[src/rtl/fifo_pkg.sv]
// ---------------------------------------------------------------------------
// fifo_pkg
// Shared definitions for the synchronous FIFO control slice.
//   ADDR_W_DEF : default address width of the storage array
//   DEPTH      : number of storage entries for the default width
//   CNT_W      : pointer / occupancy width (one extra wrap bit)
//   ptr_t      : read/write pointer type (MSB is the wrap bit)
//   occ_t      : occupancy type, holds 0..DEPTH
//   occ_step() : next occupancy for a given accepted write/read pair
// ---------------------------------------------------------------------------
package fifo_pkg;

  localparam int ADDR_W_DEF = 4;
  localparam int DEPTH      = 2 ** ADDR_W_DEF;
  localparam int CNT_W      = ADDR_W_DEF + 1;

  typedef logic [CNT_W-1:0] ptr_t;
  typedef logic [CNT_W-1:0] occ_t;

  // A simultaneous accepted write and read leaves the occupancy unchanged.
  function automatic int occ_step(input int cur, input logic inc, input logic dec);
    int nxt;
    nxt = cur;
    if (inc && !dec) begin
      nxt = cur + 1;
    end else if (dec && !inc) begin
      nxt = cur - 1;
    end else begin
      nxt = cur;
    end
    return nxt;
  endfunction

endpackage

[src/rtl/fifo_flag_ctrl_up_cnt.sv]
// ---------------------------------------------------------------------------
// fifo_flag_ctrl_up_cnt
// Enable-gated up counter used as a FIFO pointer. A request (valid) is
// accepted only when the blocking flag is low and no reset/flush is active;
// the accepted strobe is exported as en and advances the pointer by one.
// The pointer carries one wrap bit above the address bits; it wraps
// naturally at 2**SIZE.
//   clk   : clock
//   rst   : synchronous active-high reset (pointer -> 0)
//   clr   : synchronous flush (pointer -> 0, requests ignored)
//   valid : raw request
//   flag  : blocking condition (full for writes, empty for reads)
//   en    : accepted request, combinational
//   addr  : pointer value without the wrap bit
// ---------------------------------------------------------------------------
module fifo_flag_ctrl_up_cnt #(
  parameter int SIZE = 5
) (
  input  logic            clk,
  input  logic            rst,
  input  logic            clr,
  input  logic            valid,
  input  logic            flag,
  output logic            en,
  output logic [SIZE-2:0] addr
);

  logic [SIZE-1:0] ptr_r;

  // Reset and flush also gate the strobe so counters and occupancy stay in step.
  assign en   = valid & ~flag & ~rst & ~clr;
  assign addr = ptr_r[SIZE-2:0];

  // Pointer register: clears on reset/flush, otherwise steps on an accepted request.
  always_ff @(posedge clk) begin
    if (rst || clr) begin
      ptr_r <= {SIZE{1'b0}};
    end else if (en) begin
      ptr_r <= ptr_r + {{(SIZE-1){1'b0}}, 1'b1};
    end
  end

endmodule

[src/rtl/fifo_flag_ctrl.sv]
// ---------------------------------------------------------------------------
// fifo_flag_ctrl
// Control and status stage of the synchronous FIFO. Qualifies raw write and
// read requests against the registered fill flags, drives the two pointer
// counters, tracks occupancy and produces registered status/error flags.
//   clk          : clock
//   rst          : synchronous active-high reset (highest priority)
//   clr          : synchronous flush, same effect as rst
//   wr_req       : producer write request
//   rd_req       : consumer read request
//   wr_en        : accepted write (wr_req & ~full)
//   rd_en        : accepted read  (rd_req & ~empty)
//   wr_addr      : storage write address
//   rd_addr      : storage read address
//   count        : occupancy 0..DEPTH
//   full/empty   : registered occupancy extremes
//   almost_full  : registered, count >= AFULL_TH
//   almost_empty : registered, count <= AEMPTY_TH
//   overflow     : sticky, write requested while full
//   underflow    : sticky, read requested while empty
// ---------------------------------------------------------------------------
module fifo_flag_ctrl
  import fifo_pkg::*;
#(
  parameter int ADDR_W    = ADDR_W_DEF,
  parameter int AFULL_TH  = 14,
  parameter int AEMPTY_TH = 2
) (
  input  logic              clk,
  input  logic              rst,
  input  logic              clr,
  input  logic              wr_req,
  input  logic              rd_req,
  output logic              wr_en,
  output logic              rd_en,
  output logic [ADDR_W-1:0] wr_addr,
  output logic [ADDR_W-1:0] rd_addr,
  output logic [ADDR_W:0]   count,
  output logic              full,
  output logic              empty,
  output logic              almost_full,
  output logic              almost_empty,
  output logic              overflow,
  output logic              underflow
);

  localparam int PW          = ADDR_W + 1;
  localparam int NUM_ENTRIES = 2 ** ADDR_W;

  logic          wr_en_s;
  logic          rd_en_s;
  logic [PW-1:0] count_nxt_s;
  logic          full_nxt_s;
  logic          empty_nxt_s;
  logic          afull_nxt_s;
  logic          aempty_nxt_s;

  logic [PW-1:0] count_r;
  logic          full_r;
  logic          empty_r;
  logic          afull_r;
  logic          aempty_r;
  logic          overflow_r;
  logic          underflow_r;

  // Write pointer: blocked by full, so with both requests at full only the read goes.
  fifo_flag_ctrl_up_cnt #(
    .SIZE (PW)
  ) u_wr_ptr (
    .clk   (clk),
    .rst   (rst),
    .clr   (clr),
    .valid (wr_req),
    .flag  (full_r),
    .en    (wr_en_s),
    .addr  (wr_addr)
  );

  // Read pointer: blocked by empty, so a write into an empty FIFO never falls through.
  fifo_flag_ctrl_up_cnt #(
    .SIZE (PW)
  ) u_rd_ptr (
    .clk   (clk),
    .rst   (rst),
    .clr   (clr),
    .valid (rd_req),
    .flag  (empty_r),
    .en    (rd_en_s),
    .addr  (rd_addr)
  );

  // Next occupancy and the flags derived from it, so flags line up with count.
  always_comb begin
    count_nxt_s  = count_r;
    full_nxt_s   = 1'b0;
    empty_nxt_s  = 1'b1;
    afull_nxt_s  = 1'b0;
    aempty_nxt_s = 1'b1;

    count_nxt_s  = PW'(occ_step(int'(count_r), wr_en_s, rd_en_s));
    full_nxt_s   = (count_nxt_s == PW'(NUM_ENTRIES));
    empty_nxt_s  = (count_nxt_s == {PW{1'b0}});
    afull_nxt_s  = (count_nxt_s >= PW'(AFULL_TH));
    aempty_nxt_s = (count_nxt_s <= PW'(AEMPTY_TH));
  end

  // Occupancy, status flags and sticky errors; a flush cycle raises no error.
  always_ff @(posedge clk) begin
    if (rst || clr) begin
      count_r     <= {PW{1'b0}};
      full_r      <= 1'b0;
      empty_r     <= 1'b1;
      afull_r     <= 1'b0;
      aempty_r    <= 1'b1;
      overflow_r  <= 1'b0;
      underflow_r <= 1'b0;
    end else begin
      count_r  <= count_nxt_s;
      full_r   <= full_nxt_s;
      empty_r  <= empty_nxt_s;
      afull_r  <= afull_nxt_s;
      aempty_r <= aempty_nxt_s;
      if (wr_req && full_r) begin
        overflow_r <= 1'b1;
      end
      if (rd_req && empty_r) begin
        underflow_r <= 1'b1;
      end
    end
  end

  assign wr_en        = wr_en_s;
  assign rd_en        = rd_en_s;
  assign count        = count_r;
  assign full         = full_r;
  assign empty        = empty_r;
  assign almost_full  = afull_r;
  assign almost_empty = aempty_r;
  assign overflow     = overflow_r;
  assign underflow    = underflow_r;

endmodule
[config.mk]
export PLATFORM = sky130hd
export DESIGN_NAME = fifo_flag_ctrl
export DESIGN_NICKNAME = d
export VERILOG_FILES = /design/src/rtl/fifo_pkg.sv /design/src/rtl/fifo_flag_ctrl_up_cnt.sv /design/src/rtl/fifo_flag_ctrl.sv
export SDC_FILE = /design/constraint.sdc
export NUM_CORES = 1
export LEC_CHECK = 0
export BUFFER_PORTS_ARGS = -buffer_cell sky130_fd_sc_hd__buf_2
export CAP_MARGIN = 20
export CORE_UTILIZATION = 56
export CTS_BUF_LIST = sky130_fd_sc_hd__clkbuf_8
export CTS_CLUSTER_SIZE = 30
export DETAILED_ROUTE_END_ITERATION = 12
export PLACE_DENSITY = 0.85
export SLEW_MARGIN = 10
export SYNTH_ARGS = -nofsm -noshare
export SYNTH_HDL_FRONTEND = slang
export SYNTH_HIERARCHICAL = 1
export SYNTH_SLANG_ARGS = --single-unit
[constraint.sdc]
create_clock -name clk -period 3.4 [get_ports clk]
set_input_delay 0.68 -clock clk [delete_from_list [all_inputs] [get_ports clk]]
set_output_delay 0.68 -clock clk [all_outputs]
set_load 0.02 [all_outputs]
After elaboration in Yosys (flattened, before gate mapping)
Cells that the tools add are included.

operators by class
  $lt $le $gt $ge = 2
  muxes and demuxes = 2
  equal/unequal tests = 1
  bitwise gates (word level) = 10
  add/subtract/negate cells = 4
  reduce and logical (&&, ||, !) cells = 8

operators with widths
  operator             count
  $add 5x1->5 const B  3
  $mux 5               2
  $and 1x1->1          6
  $eq 5x5->1 const B   1
  $ge 5x4->1 const B   1
  $le 5x2->1 const B   1
  $logic_not 5->1      1
  $sub 5x1->5 const B  1
  $logic_and 1x1->1    4
  $not 1->1            4
  $logic_not 1->1      2
  $logic_or 1x1->1     1

word-level totals
  output and inout port bits = 21
  flip-flop bits (word level) = 21
  word-level logic and storage cells = 36
  bits of input ports = 5

Longest topological paths before layout
Gate-level depths: netlist of run 1.

  depth in word-level cells = 9
  mapped depth = 8

Cells and area by module
The synthesis of run 1 kept the hierarchy.

by module, submodules not included
  module                 area each (sq um)  cells each  times used  sequential area each (sq um)
  fifo_flag_ctrl         566.8              70          1           220.2
  fifo_flag_ctrl_up_cnt  183.9              19          2           80.1

Worst setup path after synthesis of run 1
OpenSTA, ideal clock, no wires.

  kind = input port to flip-flop
  start = input rst
  end = register full_r, in the netlist full
  data required time = 3.327 ns
  path buffers = 0
  slack = 0.703 ns
  data arrival time = 2.624 ns
  stages = 7
  path through = or2_2 nor2_1 or3b_1 o32ai_2 xnor2_1 or2_1 nor3_2

between the ends
  elaborated cells between the ends (all ways) = 13
  classes of those cells = eq/ne (1); mux (2); bitwise (5); reduce/logical (5)

RTL lines
  what                                                         RTL line                        source
  start: declaration                                           fifo_flag_ctrl.sv:30            input logic rst,
  $not 1->1 (*)                                                fifo_flag_ctrl_up_cnt.sv:31     assign en = valid & ~flag & ~rst & ~clr;
  $and 1x1->1 (*) (2 in series)                                fifo_flag_ctrl_up_cnt.sv:31
  net rd_en                                                    fifo_flag_ctrl.sv:35            output logic rd_en,
  $logic_and 1x1->1 / $logic_not 1->1 (equally long branches)  fifo_pkg.sv:26, fifo_pkg.sv:24
  $mux 5 / $logic_and 1x1->1 (equally long branches)           fifo_pkg.sv:26, fifo_pkg.sv:24
  $mux 5 (*)                                                   fifo_pkg.sv:24                  if (inc && !dec) begin
  $eq 5x5->1 (*)                                               fifo_flag_ctrl.sv:101           full_nxt_s = (count_nxt_s == PW'(NUM_ENTRIES));
  end signal: assignment                                       fifo_flag_ctrl.sv:119           full_r <= full_nxt_s;
  end: declaration                                             fifo_flag_ctrl.sv:59            logic full_r;

The timed path passes the listed nets; every way through them passes the cells marked *.
A chain may end at the register's enable or synchronous reset.

Final worst setup path of run 1
  start = input rst
  end = register full_r, in the netlist full

between the ends
  word-level cells in the longest chain between the ends = 8
  elaborated cells between the ends (all ways) = 13
  classes of those cells = eq/ne (1); mux (2); bitwise (5); reduce/logical (5)

RTL lines
  what                       RTL line                     source
  $not 1->1                  fifo_flag_ctrl_up_cnt.sv:31
  $and 1x1->1 (2 in series)  fifo_flag_ctrl_up_cnt.sv:31
  $logic_not 1->1            fifo_pkg.sv:26               end else if (dec && !inc) begin
  $logic_and 1x1->1          fifo_pkg.sv:26
  $mux 5                     fifo_pkg.sv:26
  $mux 5                     fifo_pkg.sv:24
  $eq 5x5->1                 fifo_flag_ctrl.sv:101

Parallel ways exist; a longest one is shown, timed or not.

==> results of run 1 <==
-- area by class of cell --
type | count | share of cell area
Multi-Input combinational cell | 81 | 0.466
Tap cell | 16 | 0.0178
Timing Repair Buffer | 27 | 0.125
Sequential cell | 19 | 0.338
Clock buffer | 3 | 0.0367
Inverter | 4 | 0.0133
Clock inverter | 1 | 0.00334
-- stage by stage --
| step | power (mW) | util | worst slack (ns) |
|---|---|---|---|
| after floorplan | 0.254 | - | 0.703 |
| after global placement | 0.263 | 0.709 | 0.778 |
| after detailed placement | 0.264 | 0.709 | 0.726 |
| after CTS | 0.410 | 0.738 | 0.966 |
| after global routing | 0.422 | 0.738 | 0.856 |
| final | 0.408 | 0.738 | 0.972 |
-- cells in the final DEF, fill, tap and decap left out, types with 5 or more instances in the layout --
cell,n
dfxtp_1,19
nand2_1,5
xor2_1,5
nor2_1,19
nand3_1,6
a21oi_1,5
o21ai_0,6
buf_2,25
inv_1,5
-- registers in the layout, indices dropped and copies added (netlist names) --
signal	cells
overflow	1
empty	1
almost_full	1
count	5
almost_empty	1
full	1
u_rd_ptr/ptr_r	4
underflow	1
u_wr_ptr/ptr_r	4
-- routing by layer --
layer | GRT usage | vias to the layer above
li1 | - | 425
met1 | 0.272 | 397
met2 | 0.367 | 27
met3 | 0.0298 | 2
met4 | 0.0563 | 0
met5 | 0 | -
-- path summary, 6_finish.rpt --
kind | startpoint | to | slack (ns) | cells past startpoint
min reg2reg | underflow | underflow | 0.47 | 2
max | rst | full | 0.97 | 9
min | underflow | underflow | 0.47 | 2
max reg2reg | empty | full | 1.34 | 8
-- critical path, delay by kind of cell --
kind / cells / cell delay, ns
AOI/OAI and AO/OA: 1 / 0.23
xor gates and xnor gates: 1 / 0.11
and+or+nand+nor: 5 / 1.26
buffers and inverters: 2 / 0.32
-- kinds of logic (layout without fill, tap and decap cells) --
| family | count (synthesis) | in the layout |
|---|---|---|
| simple gates | 47 | 47 |
| fa+ha+maj | 4 | 4 |
| buf+inv | 8 | 35 |
| xor+xnor | 8 | 8 |
| compound gates | 19 | 19 |
| flops | 19 | 19 |
| mux | 3 | 3 |
-- where the power goes --
| part | internal (mW) | total [mW] | switching [mW] |
|---|---|---|---|
| logic | 0.0122 | 0.0316 | 0.0194 |
| clock network | 0.0800 | 0.148 | 0.0683 |
| registers | 0.225 | 0.228 | 0.00277 |
| total | 0.317 | 0.408 | 0.0905 |
==> flow_summary.toml, run 1 <==
[status]
status = "complete, no violations"

[logic_synthesis]
synthAdderAreaFrac = 0.0535
synth_edf_count = 0
yosys_warnings = 6
synthSimpleGateAreaFrac = 0.269
ys_ff_latch = 19
synth_compound_area_frac = 0.130
avgSynthCellArea_um2 = 8.65
yosys.area_share.xor_xnor = 0.0750
synthTopCellsByCount = "19 x dfxtp_1, 19 x nor2_1, 6 x nand3_1, 6 x o21ai_0"
yosysSeqAreaShare = 0.407
synth_area_um2 = 935
muxShareOfSynthArea = 0.0335
synth_top_area_share = 0.407
netlist_instances = 108
synth.largest_area_cell = "dfxtp_1"
synth_top_family_by_area = "simple AND/OR/NAND/NOR gates"
ys.flop_type = "dfxtp_1"
async_flop_share = 0
synth_fp_nets = 117
synth_area_leaders = "dfxtp_1 41%, nor2_1 7.6%, ha_1 5.4%"
ys_types = 29

[finish]
multi_input_area_um2 = 524
regArea_um2 = 380
syn_to_final_growth_pct = 20.3
finalNetCount = 145
stdcell_count = 151
fin_area_um2 = 1120
antennaDiodeCount = 0
nFillCells = 118
drive_gt1_frac = 0.289

[global_routing]
grt_pass1_vias = 747
grt_pass1_wl_um = 3020
track_usage = 0.212
antenna_found_initial = 0
grt_overflow = 0
grt_max_degree = 18

[routing]
firstDrtPassIters = 4
viasPerCell = 5.64
ant_nets = 0
drc = 0
wl_met1_um = 842
drt_wl_total_um = 1850
wl_met3_um = 84
wl_met2_um = 904
top_layer = "met4"
dr_total_vias = 851
wl_per_cell_um = 12.2
drtIter0Drc = 24

[sta]
timing.fmax_mhz = 412
finalHoldViolCount = 0
whs_ns = 0.474
setup_violations = 0
period_minus_slack_ns = 2.43
slew-limit-headroom = 0.767
timing.final.crit_share = 0.714
slew_viol_final = 0
rsz0062_at_grt = "false"
fin_setup_tns_ns = 0
clock_skew_ns = 0.000919
worst_pin_slew_ns = 0.348

[floorplanning]
core_um2 = 1520
start_util = 0.613
fp.dieArea_um2 = 1840
die_y_um = 42.9
rows = 14
io_pins = 26
die_w_um = 42.9

[cts]
hold_buffers = 0
cts_tree = "yes"
postCtsSetupRepairBufs = 0
clkSinkCount = 19
path_clk_slew_ns = 0.07
clk_latency_ns = 0.25
cts_resized = 0
clock_tree.root_cell = "clkbuf_8"
cts_buffer_depth = 2
numCtsBuffers = 3
h-tree-depth = 1

[critical_path]
start_kind = "primary input"
cp_data_required_time_ns = 3.58
crit_path_end_kind = "flip-flop"
crit_type = "in -> reg"
cpPeakStageDelay_ns = 0.40
cp.arrival_ns = 2.61
path_cells = "buf_2 > or2_2 > nor2_1 > buf_4 > or3b_1 > o32ai_2 > xnor2_1 > or2_1 > nor3_2"
cpMaxStageDelayCell = "or3b_1"
path_max_fanout = 17

[placement]
dp_hpwl_um = 1410
port_buffers = 25
place_area_um2 = 1080
place.gp.congestion = 0.841
placed_cells = 147

[job]
cap_violations = 0

[power]
p_leak_nw = 0.531
ir_drop_mv = 0.336
powerDensity_nw_per_um2 = 363

[worst_hold_path]
hold_path_class = "reg -> reg"
Power figures use the tool's default switching activity.
==> run 2, diff against run 1 <==
- CORE_UTILIZATION: 56 -> 53
- PLACE_DENSITY: 0.85 -> 0.81
- clock period: 3.4 -> 2.4 ns (I/O delays scaled with it)
==> run 2 against run 1 <==
Compared with the run above: the run now ends with design-rule violations left; core utilization decreased by 1.7 points; combinational power grew 47%; via count decreased by 3.2%; count of clock-buffer cells in the layout is the same; sequential power up 42%; register-to-register slack lost 0.85 ns; power is 43% higher; hold slack lost 0.011 ns; global-route usage decreased by 0.69 points; first-iteration DRC count fell by 38%; critical endpoint unchanged; largest cell class unchanged.
==> flow_summary.toml, run 2 (synthesis gave the netlist of run 1 again) <==
[status]
status = "finished, violations left"
violations = "design-rule violations"

[cts]
numCtsBuffers = 3
hold_buffers = 0
clock_tree.root_cell = "clkbuf_8"
cts_tree = "yes"
h-tree-depth = 1
clk_latency_ns = 0.25
path_clk_slew_ns = 0.07
cts_resized = 0
cts_buffer_depth = 2
postCtsSetupRepairBufs = 0
clkSinkCount = 19

[sta]
timing.final.crit_share = 0.855
clock_skew_ns = 0.00463
fin_setup_tns_ns = 0
timing.fmax_mhz = 487
finalHoldViolCount = 0
period_minus_slack_ns = 2.05
worst_pin_slew_ns = 0.321
slew-limit-headroom = 0.783
rsz0062_at_grt = "false"
whs_ns = 0.463
slew_viol_final = 0
setup_violations = 0

[global_routing]
antenna_found_initial = 0
grt_pass1_wl_um = 2880
grt_pass1_vias = 695
grt_overflow = 0
track_usage = 0.205
grt_max_degree = 17

[placement]
port_buffers = 25
placed_cells = 148
dp_hpwl_um = 1390
place.gp.congestion = 0.852
place_area_um2 = 1090

[routing]
drtIter0Drc = 15
ant_nets = 0
drt_wl_total_um = 1840
dr_total_vias = 824
wl_per_cell_um = 12.1
viasPerCell = 5.42
drc = 3
firstDrtPassIters = 8

[finish]
final_cell_mix = "25 x buf_2, 19 x dfxtp_1, 18 x nor2_1"
final_common_cell = "buf_2"
antennaDiodeCount = 0
largest_register_ffs = 5
regMostFlops = "count"
syn_to_final_growth_pct = 21.6
finalNetCount = 146
fin_area_um2 = 1140
reg.largest.list = "count: 5 flops, u_rd_ptr/ptr_r: 4 flops, u_wr_ptr/ptr_r: 4 flops"
drive_gt1_frac = 0.309
stdcell_count = 152

[critical_path]
r2r_end = "full"
r2r_cells = 7
crit_path_end_kind = "flip-flop"
r2r-start = "full"
start_kind = "primary input"
crit_type = "in -> reg"
cp_data_required_time_ns = 2.58
reg2reg_slack_ns = 0.49
cp.arrival_ns = 2.24
path_max_fanout = 5

[worst_hold_path]
hold_end = "empty"
whs_path_depth = 3
hp-start = "rst"
hold_path_class = "in -> reg"

[job]
cap_violations = 0

[floorplanning]
fp.dieArea_um2 = 1940
rows = 14
start_util = 0.593
die_y_um = 44.0
core_um2 = 1580
die_w_um = 44.0
io_pins = 26

[power]
powerDensity_nw_per_um2 = 515
p_leak_nw = 0.535
p_total_mw = 0.585
ir_drop_mv = 0.570
-- run 2: worst max-delay path by stage --
stage,from,end,cells after the start
2_1_floorplan,rst,full,7
3_3_place_gp,rst,full,8
3_5_place_dp,rst,full,8
4_1_cts,rst,full,8
5_1_grt,rst,almost_full,7
6_report,rst,full,8
-- run 2: layout make-up --
| type | count | area (um2) |
|---|---|---|
| inverters | 4 | 15.0 |
| multi-input cells | 81 | 527 |
| fillers | 121 | 440 |
| clock inverters | 1 | 5.00 |
| well taps | 16 | 20.0 |
| repair buffers | 28 | 148 |
| clock buffers | 3 | 41.3 |
| flip-flops and latches | 19 | 380 |
-- run 2: through the flow --
step,util,worst slack (ns)
after detailed placement,0.691,0.114
after CTS,0.721,0.365
after global routing,0.721,0.300
after floorplan,-,0.0725
after global placement,0.691,0.168
final,0.721,0.348
-- run 2: critical path, cell delays in order --
cell and delay, ns:
buf_2 0.11, or2_2 0.35, nor2_2 0.12, or3b_1 0.38
o32ai_2 0.25, xnor2_1 0.12, or2_1 0.26, nor3_2 0.17
-- run 2: power breakdown --
group / leakage (nW) / internal (mW) / total [mW] / switching [mW]
logic: 0.355 / 0.0181 / 0.0463 / 0.0282
clock network: 0.0255 / 0.115 / 0.216 / 0.101
registers: 0.154 / 0.319 / 0.323 / 0.00386
total: 0.535 / 0.452 / 0.585 / 0.133
-- run 2: routing by layer --
metal / wire [um] / part of all wire / track usage / up-vias
met1: 831 / 0.45 / 0.255 / 367
met3: 117 / 0.064 / 0.0750 / 2
met2: 881 / 0.48 / 0.343 / 27
met5: 0 / 0 / 0 / -
met4: 7 / 0.0038 / 0.0364 / 0
li1: - / - / - / 428
==> run 3, diff against run 2 <==
--- a/config.mk
+++ b/config.mk
@@ -9,3 +9,5 @@
 export CAP_MARGIN = 20
-export CORE_UTILIZATION = 53
+export CELL_PAD_IN_SITES_DETAIL_PLACEMENT = 1
+export CELL_PAD_IN_SITES_GLOBAL_PLACEMENT = 1
+export CORE_UTILIZATION = 39
 export CTS_BUF_LIST = sky130_fd_sc_hd__clkbuf_8
@@ -13,3 +15,4 @@
 export DETAILED_ROUTE_END_ITERATION = 12
-export PLACE_DENSITY = 0.81
+export PLACE_DENSITY_LB_ADDON = 0.1
+export RECOVER_POWER = 100
 export SLEW_MARGIN = 10
--- a/constraint.sdc
+++ b/constraint.sdc
@@ -3,2 +3,2 @@
 set_output_delay 0.48 -clock clk [all_outputs]
-set_load 0.02 [all_outputs]
+set_load 0.1 [all_outputs]
==> run 3 against run 2 <==
Compared with the run above: the run now ends clean; sequential share of layout area rose by 0.073 points; sequential power barely moved; routed wire length rose by 19%; register-to-register slack got worse by 0.11 ns; design area rose by 0.11%; non-clock buffer count fell by 1; via count rose by 2.3%; count of clock-buffer cells in the layout did not move; combinational power rose by 59%; final cell count rose by 7.2%; global-route usage fell by 1.1 points.
==> flow_summary.toml, run 3 (synthesis gave the netlist of run 1 again) <==
[critical_path]
start_kind = "primary input"
crit_path_end_kind = "output port"
cpMaxStageDelayCell = "clkbuf_2"
cp_data_required_time_ns = 1.92
cpPeakStageDelay_ns = 0.50
cp_num_buf_inv = 2
cp.arrival_ns = 1.68
critical_path.top_delay_family = "buffers and inverters"
path_max_fanout = 8
crit_type = "in -> out"
path_cells = "buf_2 > or2_0 > nor2_4 > clkbuf_2"

[cts]
h-tree-depth = 1
postCtsSetupRepairBufs = 0
clock_tree.root_cell = "clkbuf_8"
clk_latency_ns = 0.25
cts_tree = "yes"
numCtsBuffers = 3
cts_resized = 0
hold_buffers = 0
path_clk_slew_ns = 0.07
clkSinkCount = 19
cts_buffer_depth = 2

[power]
ir_drop_mv = 0.325
p_leak_nw = 0.452
p_int_mw = 0.450
switching_share = 0.262
switching_power_mw = 0.160
comb_power_share = 0.120
p_total_mw = 0.610
sequentialPowerShare = 0.529
powerDensity_nw_per_um2 = 537
pwr-share-clk = 0.350

[job]
cap_violations = 0

[finish]
syn_to_final_growth_pct = 21.7
finalNetCount = 145
drive_gt1_frac = 0.156
regMostFlops = "count"
stdcell_count = 163
final_util = 0.509
final_cell_mix = "18 x nor2_1, 18 x dfxtp_1, 18 x clkbuf_1"
antennaDiodeCount = 0
largest_register_ffs = 5
reg.largest.list = "count: 5 flops, u_rd_ptr/ptr_r: 4 flops, u_wr_ptr/ptr_r: 4 flops"

[routing]
wl_per_cell_um = 13.4
viasPerCell = 5.17
drt_wl_total_um = 2180
dr_total_vias = 843
drtIter0Drc = 10
drc = 0
ant_nets = 0
firstDrtPassIters = 4

[sta]
timing.final.crit_share = 0.901
timing.fmax_mhz = 463
setup_violations = 0
clock_skew_ns = 0.000741
finalHoldViolCount = 0
rsz0062_at_grt = "false"
slew_viol_final = 0
period_minus_slack_ns = 2.16
worst_pin_slew_ns = 1.18
slew-limit-headroom = 0.220
whs_ns = 0.476

[floorplanning]
rows = 17
die_y_um = 51.0
start_util = 0.418
fp.dieArea_um2 = 2600
core_um2 = 2230
io_pins = 26
die_w_um = 51.0

[global_routing]
grt_pass1_vias = 850
grt_pass1_wl_um = 3720
track_usage = 0.193
grt_max_degree = 17
grt_overflow = 0
antenna_found_initial = 0

[placement]
placed_cells = 159
port_buffers = 25
place.gp.congestion = 0.787
dp_hpwl_um = 1760

[worst_hold_path]
hold_path_class = "reg -> reg"

[status]
status = "complete, no violations"
run 3: stage by stage:
step	setup TNS [ns]	setup slack (ns)	area, um2
floorplan	-0.662	-0.192	957
global placement	0	0.157	1150
detailed placement	0	0.145	1150
CTS	0	0.395	1190
global route	0	0.135	1140
finish	0	0.239	1140
run 3: power by group through the flow:
stage,Clock [mW],Sequential (mW),Combinational (mW)
after floorplan,0,0.356,0.0329
after global placement,0,0.330,0.0777
after detailed placement,0,0.330,0.0797
after CTS,0.225,0.323,0.0801
after global routing,0.236,0.323,0.0790
final,0.214,0.323,0.0735
run 3: worst register-to-register path: cells and delay by family, from the launching register on:
family / cells / cell delay, ns
xor+xnor: 1 / 0.13
flops: 1 / 0.33
compound gates: 2 / 0.37
simple gates: 4 / 1.09
run 3: layer usage:
layer / vias up / part of all wire / GRT usage
met5: - / 0 / 0
met4: 0 / 0.0041 / 0.0833
met3: 2 / 0.028 / 0.0357
met2: 13 / 0.54 / 0.355
met1: 407 / 0.42 / 0.214
li1: 421 / - / -
run 3: worst paths after layout:
kind                   from  slack [ns]          end  cells after the start
setup / recovery        rst        0.24        wr_en                      4
hold / removal    underflow        0.48    underflow                      2
setup reg to reg      empty        0.38  almost_full                      7
hold reg to reg   underflow        0.48    underflow                      2
run 3: cell type report:
type | instances | area (um2)
Fill cell | 298 | 1100
Timing Repair Buffer | 27 | 133
Multi-Input combinational cell | 81 | 527
Inverter | 4 | 15.0
Tap cell | 28 | 35.0
Clock inverter | 1 | 5.00
Sequential cell | 19 | 382
Clock buffer | 3 | 41.3
